==> config.mk <==
export PLATFORM = sky130hd
export DESIGN_NAME = hrm_inbox_fifo_flat
export DESIGN_NICKNAME = d
export VERILOG_FILES = /design/src/rtl/hrm_inbox_fifo_if.sv /design/src/rtl/hrm_inbox_fifo.sv /design/src/flat_wrapper.sv
export SDC_FILE = /design/constraint.sdc
export NUM_CORES = 1
export LEC_CHECK = 0
export BUFFER_PORTS_ARGS = -buffer_cell sky130_fd_sc_hd__clkbuf_2
export CAP_MARGIN = 20
export CORE_ASPECT_RATIO = 1.25
export CORE_MARGIN = 5
export CORE_UTILIZATION = 25
export CTS_BUF_LIST = sky130_fd_sc_hd__clkbuf_4
export CTS_CLUSTER_DIAMETER = 100
export DETAILED_ROUTE_END_ITERATION = 16
export HOLD_SLACK_MARGIN = 0.15
export PLACE_DENSITY_LB_ADDON = 0.25
export SYNTH_ARGS = -nofsm -noshare
export SYNTH_HDL_FRONTEND = slang
export SYNTH_SLANG_ARGS = --single-unit
export TNS_END_PERCENT = 10
==> constraint.sdc <==
create_clock -name clk -period 3.8 [get_ports clk]
set_input_delay 0.38 -clock clk [delete_from_list [all_inputs] [get_ports clk]]
set_output_delay 0.38 -clock clk [all_outputs]
set_load 0.01 [all_outputs]
==> src/rtl/hrm_inbox_fifo_if.sv <==
`timescale 1ns/1ps
`default_nettype none
// +----------------------------------------------------------------------------+
// | Module      : hrm_inbox_fifo_if                                            |
// | Description : Producer / control-unit bundle for the HRM inbox FIFO.       |
// |               almost_full exists only with INBOX_ALMOST_FULL_EN defined.   |
// | Revision    : 1.0                                                          |
// +----------------------------------------------------------------------------+
interface hrm_inbox_fifo_if #(
  parameter int DATA_W     = 8,
  parameter int DEPTH_LOG2 = 5
);
  logic [DATA_W-1:0]   in_data;
  logic                in_valid;
  logic                in_ready;
  logic                clr;
  logic                rIn;
  logic                inEmpty;
  logic [DATA_W-1:0]   dout;
  logic [DEPTH_LOG2:0] level;
  logic                underflow;
`ifdef INBOX_ALMOST_FULL_EN
  logic                almost_full;

  modport slave (
    input  in_data, in_valid, clr, rIn,
    output in_ready, inEmpty, dout, level, underflow, almost_full
  );

  modport master (
    output in_data, in_valid, clr, rIn,
    input  in_ready, inEmpty, dout, level, underflow, almost_full
  );
`else
  modport slave (
    input  in_data, in_valid, clr, rIn,
    output in_ready, inEmpty, dout, level, underflow
  );

  modport master (
    output in_data, in_valid, clr, rIn,
    input  in_ready, inEmpty, dout, level, underflow
  );
`endif
endinterface
`default_nettype wire

==> src/rtl/hrm_inbox_fifo.sv <==
`timescale 1ns/1ps
`default_nettype none
// +----------------------------------------------------------------------------+
// | Module      : hrm_inbox_fifo                                               |
// | Description : Circular inbox FIFO for the HRM CPU with held pop register.  |
// |               Optional almost_full output: define INBOX_ALMOST_FULL_EN.    |
// | Revision    : 1.0                                                          |
// +----------------------------------------------------------------------------+
module hrm_inbox_fifo #(
  parameter int DATA_W     = 8,
  parameter int DEPTH_LOG2 = 5,
  parameter int AF_LEVEL   = 28
) (
  input wire              clk,
  input wire              i_rst,
  hrm_inbox_fifo_if.slave bus
);

  localparam int                  C_DEPTH = 2 ** DEPTH_LOG2;
  localparam logic [DEPTH_LOG2:0] c_FULL  = (DEPTH_LOG2 + 1)'(C_DEPTH);

  logic [DATA_W-1:0]     mem_q [C_DEPTH];
  logic [DEPTH_LOG2-1:0] wr_ptr_q, wr_ptr_d;
  logic [DEPTH_LOG2-1:0] rd_ptr_q, rd_ptr_d;
  logic [DEPTH_LOG2:0]   count_q, count_d;
  logic [DATA_W-1:0]     dout_q, dout_d;
  logic                  underflow_q, underflow_d;
  logic                  w_push, w_pop;

  assign bus.in_ready  = (count_q != c_FULL);
  assign bus.inEmpty   = (count_q == '0);
  assign bus.dout      = dout_q;
  assign bus.level     = count_q;
  assign bus.underflow = underflow_q;

  // Full blocks the push and empty blocks the pop, so there is never a bypass.
  assign w_push = bus.in_valid && bus.in_ready;
  assign w_pop  = bus.rIn && !bus.inEmpty;

  always_comb begin
    wr_ptr_d    = wr_ptr_q;
    rd_ptr_d    = rd_ptr_q;
    count_d     = count_q;
    dout_d      = dout_q;
    underflow_d = underflow_q;
    if (bus.clr) begin
      wr_ptr_d    = '0;
      rd_ptr_d    = '0;
      count_d     = '0;
      dout_d      = '0;
      underflow_d = 1'b0;
    end else begin
      if (w_push) begin
        wr_ptr_d = wr_ptr_q + 1'b1;
      end
      if (w_pop) begin
        rd_ptr_d = rd_ptr_q + 1'b1;
        dout_d   = mem_q[rd_ptr_q];
      end
      if (bus.rIn && bus.inEmpty) begin
        underflow_d = 1'b1;
      end
      case ({w_push, w_pop})
        2'b10:   count_d = count_q + 1'b1;
        2'b01:   count_d = count_q - 1'b1;
        default: count_d = count_q;
      endcase
    end
  end

  always_ff @(posedge clk or posedge i_rst) begin
    if (i_rst) begin
      wr_ptr_q    <= '0;
      rd_ptr_q    <= '0;
      count_q     <= '0;
      dout_q      <= '0;
      underflow_q <= 1'b0;
    end else begin
      wr_ptr_q    <= wr_ptr_d;
      rd_ptr_q    <= rd_ptr_d;
      count_q     <= count_d;
      dout_q      <= dout_d;
      underflow_q <= underflow_d;
    end
  end

  // Storage is deliberately left unreset; pointers alone define its contents.
  always_ff @(posedge clk) begin
    if (w_push && !bus.clr) begin
      mem_q[wr_ptr_q] <= bus.in_data;
    end
  end

`ifdef INBOX_ALMOST_FULL_EN
  logic almost_full_q, almost_full_d;

  assign almost_full_d   = !bus.clr && (int'(count_d) >= AF_LEVEL);
  assign bus.almost_full = almost_full_q;

  always_ff @(posedge clk or posedge i_rst) begin
    if (i_rst) begin
      almost_full_q <= 1'b0;
    end else begin
      almost_full_q <= almost_full_d;
    end
  end
`else
  localparam int c_unused_af_level = AF_LEVEL;
`endif

endmodule
`default_nettype wire

==> src/flat_wrapper.sv <==
// flat-port wrapper written by rule: the top's interface ports become plain ports
module hrm_inbox_fifo_flat 
#(
  parameter int DATA_W     = 8,
  parameter int DEPTH_LOG2 = 5,
  parameter int AF_LEVEL   = 28
)
  (clk, i_rst, bus_in_data, bus_in_valid, bus_clr, bus_rIn, bus_in_ready, bus_inEmpty, bus_dout, bus_level, bus_underflow);
  hrm_inbox_fifo_if #(.DATA_W(DATA_W), .DEPTH_LOG2(DEPTH_LOG2)) bus_i ();
  input wire clk;
  input wire i_rst;
  input wire logic [$bits(bus_i.in_data)-1:0] bus_in_data;
  input wire logic [$bits(bus_i.in_valid)-1:0] bus_in_valid;
  input wire logic [$bits(bus_i.clr)-1:0] bus_clr;
  input wire logic [$bits(bus_i.rIn)-1:0] bus_rIn;
  output wire logic [$bits(bus_i.in_ready)-1:0] bus_in_ready;
  output wire logic [$bits(bus_i.inEmpty)-1:0] bus_inEmpty;
  output wire logic [$bits(bus_i.dout)-1:0] bus_dout;
  output wire logic [$bits(bus_i.level)-1:0] bus_level;
  output wire logic [$bits(bus_i.underflow)-1:0] bus_underflow;
  assign bus_i.in_data = bus_in_data;
  assign bus_i.in_valid = bus_in_valid;
  assign bus_i.clr = bus_clr;
  assign bus_i.rIn = bus_rIn;
  assign bus_in_ready = bus_i.in_ready;
  assign bus_inEmpty = bus_i.inEmpty;
  assign bus_dout = bus_i.dout;
  assign bus_level = bus_i.level;
  assign bus_underflow = bus_i.underflow;
  hrm_inbox_fifo #(.DATA_W(DATA_W), .DEPTH_LOG2(DEPTH_LOG2), .AF_LEVEL(AF_LEVEL)) u_core (.clk(clk), .i_rst(i_rst), .bus(bus_i));
endmodule
==> results of run 1 <==
repair_timing:
action,in CTS,in global routing
endpoints found under the hold margin,41,0
gates resized for setup,0,0
hold buffers,6,0
power groups by stage:
stage / Sequential, mW / Clock, mW / Combinational [mW]
6_report: 3.65 / 2.56 / 1.65
3_5_place_dp: 3.72 / 0 / 1.69
4_1_cts: 3.66 / 2.68 / 1.70
3_3_place_gp: 3.72 / 0 / 1.68
2_1_floorplan: 3.60 / 0 / 1.24
5_1_grt: 3.67 / 2.84 / 1.80
routing by layer:
layer	vias to the layer above	share of wire, %	GRT usage, %	routed length [um]
li1	2760	-	-	-
met1	3078	40	12.8	11100
met2	134	52	19.4	14400
met3	54	4.2	2.43	1170
met4	0	3.3	5.29	903
met5	-	0	0	0
area by class of cell:
cell class	instances	area share, %
clock buffers	97	5.46
diodes	2	0.0375
repair buffers	68	3.49
flip-flops and latches	281	62.3
inverters	8	0.225
clock inverters	32	1.37
well taps	578	5.42
multi-input cells	296	21.7
worst paths after layout:
path	startpoint	endpoint	slack, ns
setup reg to reg	u_core.bus.level[0]	u_core.bus.level[5]	0.73
setup / recovery	u_core.bus.level[0]	u_core.bus.level[5]	0.73
hold / removal	i_rst	u_core.bus.dout[7]	0.26
min in group clk	bus_in_data[0]	u_core.mem_q[4][0]	0.41
hold reg to reg	u_core.bus.dout[0]	u_core.bus.dout[0]	0.50
max in group asynchronous	i_rst	u_core.rd_ptr_q[0]	3.22
cell families after synthesis:
logic type	count (synthesis)	synth area share (%)
compound gates	69	4.27
simple gates	111	4.35
buf+inv	39	1.65
mux	97	15.1
flops	281	73.0
xor+xnor	11	0.845
fa+ha+maj	8	0.878
state kept, by name, indices dropped and copies added (netlist names):
register / cells
u_core.mem_q: 256
u_core.bus.underflow: 1
u_core.rd_ptr_q: 5
u_core.bus.dout: 8
u_core.wr_ptr_q: 5
u_core.bus.level: 6
worst max-delay path, stage by stage, from the launching register on:
cell	delay, ns
dfrtp_1	0.42
or3_1	0.46
o31ai_2	0.44
nor2_1	0.17
ha_1	0.38
nor3_1	0.20
nor2_1	0.09
a22oi_1	0.19
nor3_1	0.06
dlygate4sd3_1	0.55
metrics by stage:
stage | utilization, % | instances | total power, mW | area, sq um | setup slack [ns]
2_1_floorplan | - | 616 | 4.84 | 11400 | 1.09
4_1_cts | 29.6 | 1360 | 8.04 | 13300 | 0.719
3_3_place_gp | 27.5 | 1225 | 5.41 | 12400 | 0.901
6_report | 29.6 | 1362 | 7.85 | 13300 | 0.727
5_1_grt | 29.6 | 1362 | 8.31 | 13300 | 0.442
3_5_place_dp | 27.5 | 1225 | 5.41 | 12400 | 0.869
cell usage in the layout (no fill, tap or decap), types with 5 or more instances in the layout:
| master | count |
|---|---|
| buf_4 | 32 |
| mux2i_1 | 36 |
| o22ai_1 | 8 |
| inv_1 | 7 |
| a21oi_1 | 10 |
| dlygate4sd3_1 | 6 |
| nand2_1 | 20 |
| clkbuf_2 | 29 |
| ha_1 | 8 |
| nand4_1 | 5 |
| edfxtp_1 | 256 |
| mux4_2 | 46 |
| mux4_1 | 10 |
| o21ai_0 | 10 |
| clkinv_1 | 20 |
| nor2_1 | 60 |
| clkinv_2 | 8 |
| dfrtp_1 | 23 |
| xnor2_1 | 5 |
| mux2_2 | 5 |
| xor2_1 | 6 |
| clkbuf_4 | 97 |
synthesized netlist by cell type (4+ instances only):
cell      number
o211ai_1       4
a21oi_1       10
o221ai_1       4
edfxtp_1     256
xnor2_1        5
mux2i_1       36
mux4_2        46
buf_2          8
nor2_1        60
buf_1          5
nand4_1        5
a32o_1         4
nand3b_1       4
mux2_2         5
nor3_1         4
a211oi_1       4
nand2_1       20
o21ai_0       10
xor2_1         6
mux4_1        10
clkbuf_1      14
o22ai_1        8
inv_1          7
ha_1           8
a22o_1         4
dfrtp_1       25
==> summary.txt, run 1 <==
Power and ir drop
  • Logic pwr share: roughly a fifth
  • Switching power: approximately 2.2 mW
  • Switching Share: between 20% and 30%
  • Pwr/cell area: a little under 600 nW/um^2
  • Leak: 4.43 nW
  • VDD IR max: approximately 0.25 mV
  • Int Power: 5.61 mW
  • Clk network pwr share: between 30 and 40%
  • Flop pwr share: a little under half

Timing
  • Setup Skew: ~0.036 ns
  • Fin Hold WS: about 0.26 ns
  • Final setup TNS: 0 ns
  • Slew HR: between 30% and 40%
  • Fmax: about 330 MHz
  • Fin crit period: about 3.1 ns
  • Hold Fails Final Rpt: 0
  • Worst slew pin tran: 0.913 ns
  • # setup viols final: 0
  • RSZ-0062 raised after global routing: false
  • Part of the cycle the worst path needs: between 80 and 90%
  • Slew Viols, Final: 0

Route
  • Initial drt markers: 337
  • Router iterations before antenna repair: 4
  • Vias post-DR: 6026
  • DRT Wirelength: about 28000 um
  • DR vias/cell: 4.42
  • Mean routed wirelength per cell: approximately 20 um
  • DRC viols: 0
  • Antenna-violating nets left: 0

CTS
  • Root buf cell: clkbuf_4
  • H-tree levels: 3
  • TritonCTS Sinks: roughly 280
  • CTS tree: done
  • Total CTS buffers: 71
  • Clock buffer depth: 3
  • Setup bufs post-CTS: 0
  • Clock transition at path regs: approximately 0.070 ns
  • Clk Latency, worst-skew pair: between 0.7 and 0.8 ns

Logic synthesis
  • Total of warnings raised by yosys: 0
  • Syn Area/Cell: approximately 18 sq um
  • Register area share after synthesis: between 70% and 80%
  • Post-synth cell types: 53
  • Synth Instances: 616
  • Yosys top cell area share: about 67%
  • Post-synth EDFFs: around 260
  • FF+latch count, synth: about 280
  • Top_reg_cell synth: edfxtp_1
  • Post-synth net total: ~640
  • Post-synth top area cell: edfxtp_1
  • Post-Synthesis Cell Area: roughly 11000 sq um
  • Post-synth ARST share: approximately 9%
  • Synth top area cells: edfxtp_1 (67%), mux4_2 (9.1%), dfrtp_1 (5.5%)

Layout
  • Footprint of the multi-input gates: about 2900 sq um
  • Nets: about 750
  • Area Overhead vs Synth: 17.1%
  • Share of layout cells above drive strength 1: around 29%
  • Number of fill cells: 4534
  • Reg area: 8320 sq um

Placement
  • PortBufs: 29
  • Gp weighted congestion: between 0.7 and 0.8
  • Detail Placement HPWL: between 15000 and 20000 um

Global route
  • Global-route wire length before repair: just over 40000 um
  • Largest net degree at the start of global routing: 33
  • Initial antenna violation count: 2
  • Total track usage: between 10% and 20%
  • Total grt overflow: 0
  • Number of global-route vias before repair: about 6500

Floorplan
  • Die Y: between 200 and 250 um
  • I/O pin count: 30
  • Core box area: approximately 45000 sq um
  • Initial Util: 25.3%
  • Row cnt: 87
  • Die X: 201 um
  • Die area: around 50000 sq um

Min path
  • Hold Path Class: in -> async

Setup path
  • Crit start category: register
  • Kind of critical path: reg -> reg
  • Crit path max fanout: 7
  • Worst path arrival time: 3.66 ns
  • CP required: between 4 and 5 ns
  • CP Capture Type: register
  • R2R depth: 9

Run
  • MaxCap Viol Count: 0

Status
  • Status: finished clean
No activity file was read; power rests on OpenSTA's default activity.
==> run 2, diff against run 1 <==
==> constraint.sdc (replaced) <==
create_clock -name clk -period 2.9 [get_ports clk]
set_input_delay 0.29 -clock clk [delete_from_list [all_inputs] [get_ports clk]]
set_output_delay 0.29 -clock clk [all_outputs]
set_load 0.01 [all_outputs]
==> run 2 against run 1 <==
  * Sequential power grew 29%
  * Sequential cell count is the same
  * Total power grew 34%
  * Critical path depth is the same
  * Hold slack gained 0.044 ns
  * Final cell count grew 1.9%
  * Via count grew 1.8%
  * Maximum frequency grew 12%
  * Critical path type unchanged
  * Critical endpoint unchanged
==> summary.txt, run 2 (synthesis gave the netlist of run 1 again) <==
Setup path
  • CP required: 3.49 ns (-0.90 ns)
  • Slowest cell on crit path: dlygate4sd3_1
  • Worst path most repeated cell: nor2_1
  • Crit start category: register
  • CP Capture Type: register
  • Critical path's top delay family: simple AND/OR/NAND/NOR gates
  • Worst path buffer plus inverter count: 1 (unchanged)
  • CP cell instances: or3_4 > o31ai_4 > nor2_1 > ha_1 > nor3_2 > nor2_1 > a22oi_1 > nor3_1 > dlygate4sd3_1
  • Kind of critical path: reg -> reg
  • Max incr delay on CP: 0.55 ns (about the same)
  • Crit path max fanout: 5 (-2)
  • Worst path arrival time: 3.34 ns (-0.32 ns)

Global route
  • Total track usage: 11.2% (+0.15 points)
  • Global-route wire length before repair: 41600 um (+1.1%)
  • Largest net degree at the start of global routing: 33 (unchanged)
  • Number of global-route vias before repair: 6471 (-0.43%)
  • Total grt overflow: 0 (unchanged)
  • Initial antenna violation count: 2 (unchanged)

Run
  • MaxCap Viol Count: 0 (unchanged)

Placement
  • Place WS: 0.194 ns (-0.675 ns)
  • Gp weighted congestion: 0.761 (-1.7%)
  • PortBufs: 29 (unchanged)
  • Detail Placement HPWL: 17700 um (+1.8%)

Timing
  • Part of the cycle the worst path needs: 95.0% (+14 points)
  • Slew Viols, Final: 0 (unchanged)
  • Fmax: 363 MHz (+12%)
  • Fin crit period: 2.76 ns (-0.317 ns)
  • Slew HR: 45.0% (+6.1 points)
  • # setup viols final: 0 (unchanged)
  • Final setup TNS: 0 ns (unchanged)
  • Fin Hold WS: 0.302 ns (+0.0441 ns)
  • Setup Skew: 0.0348 ns (-0.00153 ns)
  • Worst slew pin tran: 0.825 ns (-0.0876 ns)
  • Hold Fails Final Rpt: 0 (unchanged)
  • Slack of the critical path: 0.144 ns (-0.583 ns)

Power and ir drop
  • Leak: 4.60 nW (+3.9%)
  • VDD IR max: 0.264 mV (+5.8%)
  • Pwr/cell area: 773 nW/um^2 (+31%)
  • Total Power: 10.5 mW (+34%)

Route
  • DR vias/cell: 4.42 (about the same)
  • Mean routed wirelength per cell: 20.3 um (+0.36%)
  • Initial drt markers: 335 (-0.59%)
  • DRC viols: 0 (unchanged)
  • Vias post-DR: 6136 (+1.8%)
  • Antenna-violating nets left: 0 (unchanged)
  • DRT Wirelength: 28200 um (+2.3%)
  • Router iterations before antenna repair: 4 (unchanged)

Layout
  • Footprint of the multi-input gates: 2920 sq um (+0.82%)
  • Commonest non-fill, non-tap cell in the layout: edfxtp_1
  • Number of fill cells: 4510 (-0.53%)
  • Nets: 777 (+4.0%)
  • Area Overhead vs Synth: 19.7%
  • Finished Core Util: 30.3% (+0.66 points)
  • Biggest register: u_core.mem_q
  • Reg area: 8320 sq um (about the same)
  • Share of layout cells above drive strength 1: 32.9% (+3.6 points)
  • Max reg flops: 256 (unchanged)
  • Most frequent cells in the layout: edfxtp_1 (256), clkbuf_4 (105), nor2_1 (60)

Floorplan
  • I/O pin count: 30 (unchanged)
  • Row cnt: 87 (unchanged)
  • Die X: 201 um (unchanged)
  • Initial Util: 25.3% (unchanged)
  • Die Y: 249 um (unchanged)
  • Core box area: 45100 sq um (unchanged)
  • Die area: 50000 sq um (unchanged)

CTS
  • Setup bufs post-CTS: 0 (unchanged)
  • Clk Latency, worst-skew pair: 0.71 ns (about the same)
  • H-tree levels: 3 (unchanged)
  • Clock buffer depth: 3 (unchanged)
  • TritonCTS Sinks: 281 (unchanged)
  • Clock transition at path regs: 0.07 ns (about the same)
  • Total CTS buffers: 74 (+4.2%)
  • CTS tree: done
  • Root buf cell: clkbuf_4

Status
  • Status: finished clean

Min path
  • Hold Path Class: in -> reg
[run 2: cell count changes in the layout (fill, tap and decap cells not counted), sizes merged]
cell         change
clkbuf           +8
dlygate4sd3      +1
bufinv           +1
buf             +26
clkinvlp         +1
clkinv          -11
[run 2: worst paths after layout]
kind	start	endpoint	slack, ns	cells past startpoint
setup / recovery	u_core.bus.level[3]	u_core.bus.level[5]	0.14	9
min in group asynchronous	i_rst	u_core.bus.dout[1]	0.74	5
setup reg to reg	u_core.bus.level[3]	u_core.bus.level[5]	0.14	9
hold reg to reg	u_core.bus.dout[7]	u_core.bus.dout[7]	0.50	1
hold / removal	bus_in_data[3]	u_core.mem_q[17][3]	0.30	1
max in group asynchronous	i_rst	u_core.bus.level[0]	1.81	5
[run 2: repair_timing]
item                                    CTS  global route
hold buffers                              7             0
gates resized for setup                   0             6
endpoints found under the hold margin    42             0
endpoints found under the setup margin    0             2
[run 2: power by group]
| part | internal (mW) | leakage, nW | switching [mW] |
|---|---|---|---|
| registers | 4.54 | 2.63 | 0.179 |
| clock network | 1.94 | 0.570 | 1.58 |
| logic | 1.12 | 1.40 | 1.19 |
[run 2: routing by layer]
layer | track usage (%) | part of all wire, % | up-vias | wire length, um
met5 | 0 | 0 | - | 0
met4 | 5.37 | 2.9 | 0 | 818
met3 | 2.20 | 4.5 | 42 | 1260
met2 | 20.1 | 53 | 129 | 15000
met1 | 12.8 | 39 | 3145 | 11100
li1 | - | - | 2820 | -
[run 2: final cells by class]
class                           count  share of cell area (%)
Sequential cell                   281                    61.0
Multi-Input combinational cell    296                    21.4
Clock buffer                      105                    5.78
Tap cell                          578                    5.30
Timing Repair Buffer               95                    5.01
Clock inverter                     23                    1.27
Inverter                            8                   0.220
Antenna cell                        2                  0.0367
[run 2: metrics by stage]
step           cell area (sq um)  cells
2_1_floorplan              11400    616
3_3_place_gp               12600   1251
3_5_place_dp               12600   1251
4_1_cts                    13600   1386
5_1_grt                    13600   1387
6_report                   13600   1388
==> run 3, diff against run 2 <==
--- a/config.mk
+++ b/config.mk
@@ -14,7 +14,7 @@
 export CTS_CLUSTER_DIAMETER = 100
 export DETAILED_ROUTE_END_ITERATION = 16
 export HOLD_SLACK_MARGIN = 0.15
-export PLACE_DENSITY_LB_ADDON = 0.25
+export PLACE_DENSITY = 0.35
 export SYNTH_ARGS = -nofsm -noshare
 export SYNTH_HDL_FRONTEND = slang
 export SYNTH_SLANG_ARGS = --single-unit
==> run 3 against run 2 <==
  * Critical path depth unchanged
  * Worst setup slack got worse by 0.027 ns
  * Die area unchanged
  * First-iteration DRC count increased by 8.1%
  * Sequential power increased by 1%
  * Global-route usage increased by 0.91 points
  * Sequential share of layout area increased by 0.071 points
  * Combinational power increased by 2%
  * Hold slack improved by 0.0020 ns
  * Largest cell class unchanged
  * Sequential cell count unchanged
  * Non-clock buffer count decreased by 2
==> summary.txt, run 3 (synthesis gave the netlist of run 1 again) <==
Status
  • Status: finished clean

Layout
  • Share of layout cells above drive strength 1: 32.6% (-0.29 points)
  • Commonest non-fill, non-tap cell in the layout: edfxtp_1
  • Most frequent cells in the layout: edfxtp_1 (256), clkbuf_4 (107), nor2_1 (60)
  • Finished Core Util: 30.2% (-0.044 points)
  • Max reg flops: 256 (unchanged)
  • Biggest register: u_core.mem_q
  • Area Overhead vs Synth: 19.5%
  • Final Non-Filler Cells: 1391 (+0.22%)
  • Nets: 776 (-0.13%)

Route
  • DRT Wirelength: 30100 um (+7.0%)
  • Router iterations before antenna repair: 4 (unchanged)
  • Mean routed wirelength per cell: 21.7 um (+6.8%)
  • Initial drt markers: 362 (+8.1%)
  • DR vias/cell: 4.53 (+2.4%)
  • Antenna-violating nets left: 0 (unchanged)
  • Met2 routed WL: 15300 um (+1.5%)
  • DR WL met3: 1430 um (+13%)
  • Max Used Layer: met4
  • Vias post-DR: 6298 (+2.6%)
  • DRC viols: 0 (unchanged)
  • Post-Route M1 WL: 12700 um (+15%)

Setup path
  • CP required: 3.55 ns (+0.06 ns)
  • Crit path max fanout: 6 (+1)
  • CP Capture Type: register
  • Kind of critical path: reg -> reg
  • Critical path's top delay family: simple AND/OR/NAND/NOR gates
  • CP cell instances: or3_1 > o31ai_2 > nor2_1 > ha_1 > or3b_2 > mux2i_1 > o211ai_1 > a22oi_1 > a211o_1
  • Crit start category: register
  • Max incr delay on CP: 0.49 ns (-0.06 ns)
  • Worst path arrival time: 3.43 ns (+0.09 ns)
  • Slowest cell on crit path: or3_1
  • Worst path buffer plus inverter count: 0 (-1)

Floorplan
  • Initial Util: 25.3% (unchanged)
  • Die area: 50000 sq um (unchanged)
  • I/O pin count: 30 (unchanged)
  • Die X: 201 um (unchanged)
  • Row cnt: 87 (unchanged)
  • Die Y: 249 um (unchanged)
  • Core box area: 45100 sq um (unchanged)

Timing
  • # setup viols final: 0 (unchanged)
  • Slack of the critical path: 0.117 ns (-0.0269 ns)
  • Fin Hold WS: 0.304 ns (+0.00204 ns)
  • Worst slew pin tran: 0.938 ns (+0.112 ns)
  • Slew Viols, Final: 0 (unchanged)
  • Final setup TNS: 0 ns (unchanged)
  • RSZ-0062 raised after global routing: false
  • Slew HR: 37.4% (-7.6 points)
  • Part of the cycle the worst path needs: 95.9% (+0.93 points)
  • Hold Fails Final Rpt: 0 (unchanged)
  • Fin crit period: 2.78 ns (+0.0269 ns)
  • Setup Skew: 0.0453 ns (+0.0106 ns)
  • Fmax: 359 MHz (-0.97%)

Min path
  • Hold Path Class: in -> async

Global route
  • Global-route wire length before repair: 44500 um (+7.0%)
  • Largest net degree at the start of global routing: 33 (unchanged)
  • Initial antenna violation count: 1 (-1)
  • Number of global-route vias before repair: 6609 (+2.1%)
  • Total grt overflow: 0 (unchanged)
  • Total track usage: 12.1% (+0.91 points)

CTS
  • # hold bufs at CTS: 5 (-2)
  • Total CTS buffers: 75 (+1.4%)
  • Clk Latency, worst-skew pair: 0.73 ns (+0.02 ns)
  • TritonCTS Sinks: 281 (unchanged)
  • H-tree levels: 3 (unchanged)
  • CTS tree: done
  • Clock buffer depth: 3 (unchanged)
  • Post-CTS sizing: 0 (unchanged)
  • Root buf cell: clkbuf_4
  • Setup bufs post-CTS: 0 (unchanged)
  • Clock transition at path regs: 0.07 ns (about the same)

Placement
  • PortBufs: 29 (unchanged)
  • Placed Cells: 1251 (unchanged)
  • Place WS: 0.203 ns (+0.00914 ns)
  • Detail Placement HPWL: 19600 um (+11%)
  • Gp weighted congestion: 0.829 (+9.0%)

Power and ir drop
  • Flop pwr share: 44.5% (-0.2 points)
  • Switching Share: 28.7% (+0.77 points)
  • Leak: 4.62 nW (+0.27%)
  • Pwr/cell area: 787 nW/um^2 (+1.7%)
  • Int Power: 7.64 mW (+0.49%)
  • Clk network pwr share: 33.5% (+0.2 points)
  • VDD IR max: 0.336 mV (+27%)
  • Switching power: 3.08 mW (+4.4%)
  • Logic pwr share: 22.0% (about the same)

Run
  • MaxCap Viol Count: 0 (unchanged)
## run 3: cell count changes in the layout (fill, tap and decap cells not counted), moves of 2 or more
cell | previous run | this run
dfrtp_2 | 3 | 1
nor3_1 | 2 | 4
dfrtp_1 | 21 | 23
clkinv_2 | 4 | 6
nor3_2 | 2 | 0
dlygate4sd3_1 | 7 | 5
clkinv_1 | 13 | 15
clkbuf_4 | 105 | 107
## run 3: stage by stage
step / total power [mW] / area [sq um]
final: 10.7 / 13600
after global placement: 7.26 / 12600
after CTS: 11.0 / 13600
after global routing: 11.3 / 13600
after detailed placement: 7.27 / 12600
after floorplan: 6.35 / 11400
## run 3: final cells by class
type	count	area, sq um
fill	4520	31400
inverter	8	30.0
timing repair buffer	93	663
clock buffer	107	803
multi-input combinational	296	2890
tap	578	723
sequential	281	8320
clock inverter	27	188
antenna	1	2.50
## run 3: worst paths after layout
path,from,endpoint,slack (ns),cells after the start
worst max-delay path,u_core.bus.level[0],u_core.bus.level[4],0.12,9
worst min-delay path,i_rst,u_core.rd_ptr_q[2],0.30,3
worst max register to register,u_core.bus.level[0],u_core.bus.level[4],0.12,9
worst min register to register,u_core.bus.dout[7],u_core.bus.dout[7],0.57,1
max in group asynchronous,i_rst,u_core.rd_ptr_q[0],1.89,3
min in group clk,bus_in_data[1],u_core.mem_q[15][1],0.35,1
## run 3: per-layer routing
| layer | up-vias | GRT usage (%) |
|---|---|---|
| met2 | 172 | 20.3 |
| li1 | 2829 | - |
| met5 | - | 0 |
| met3 | 52 | 3.13 |
| met4 | 0 | 4.76 |
| met1 | 3245 | 15.0 |
## run 3: tightest hold or removal path, stage by stage
cell and delay [ns]:
dlygate4sd3_1 0.54, clkbuf_2 0.10, inv_1 0.67
## run 3: power groups by stage
stage,combinational [mW],sequential [mW],clock [mW]
final,2.36,4.77,3.59
after global routing,2.57,4.79,3.98
after CTS,2.43,4.77,3.78
after detailed placement,2.41,4.86,0
after global placement,2.41,4.84,0
after floorplan,1.62,4.72,0
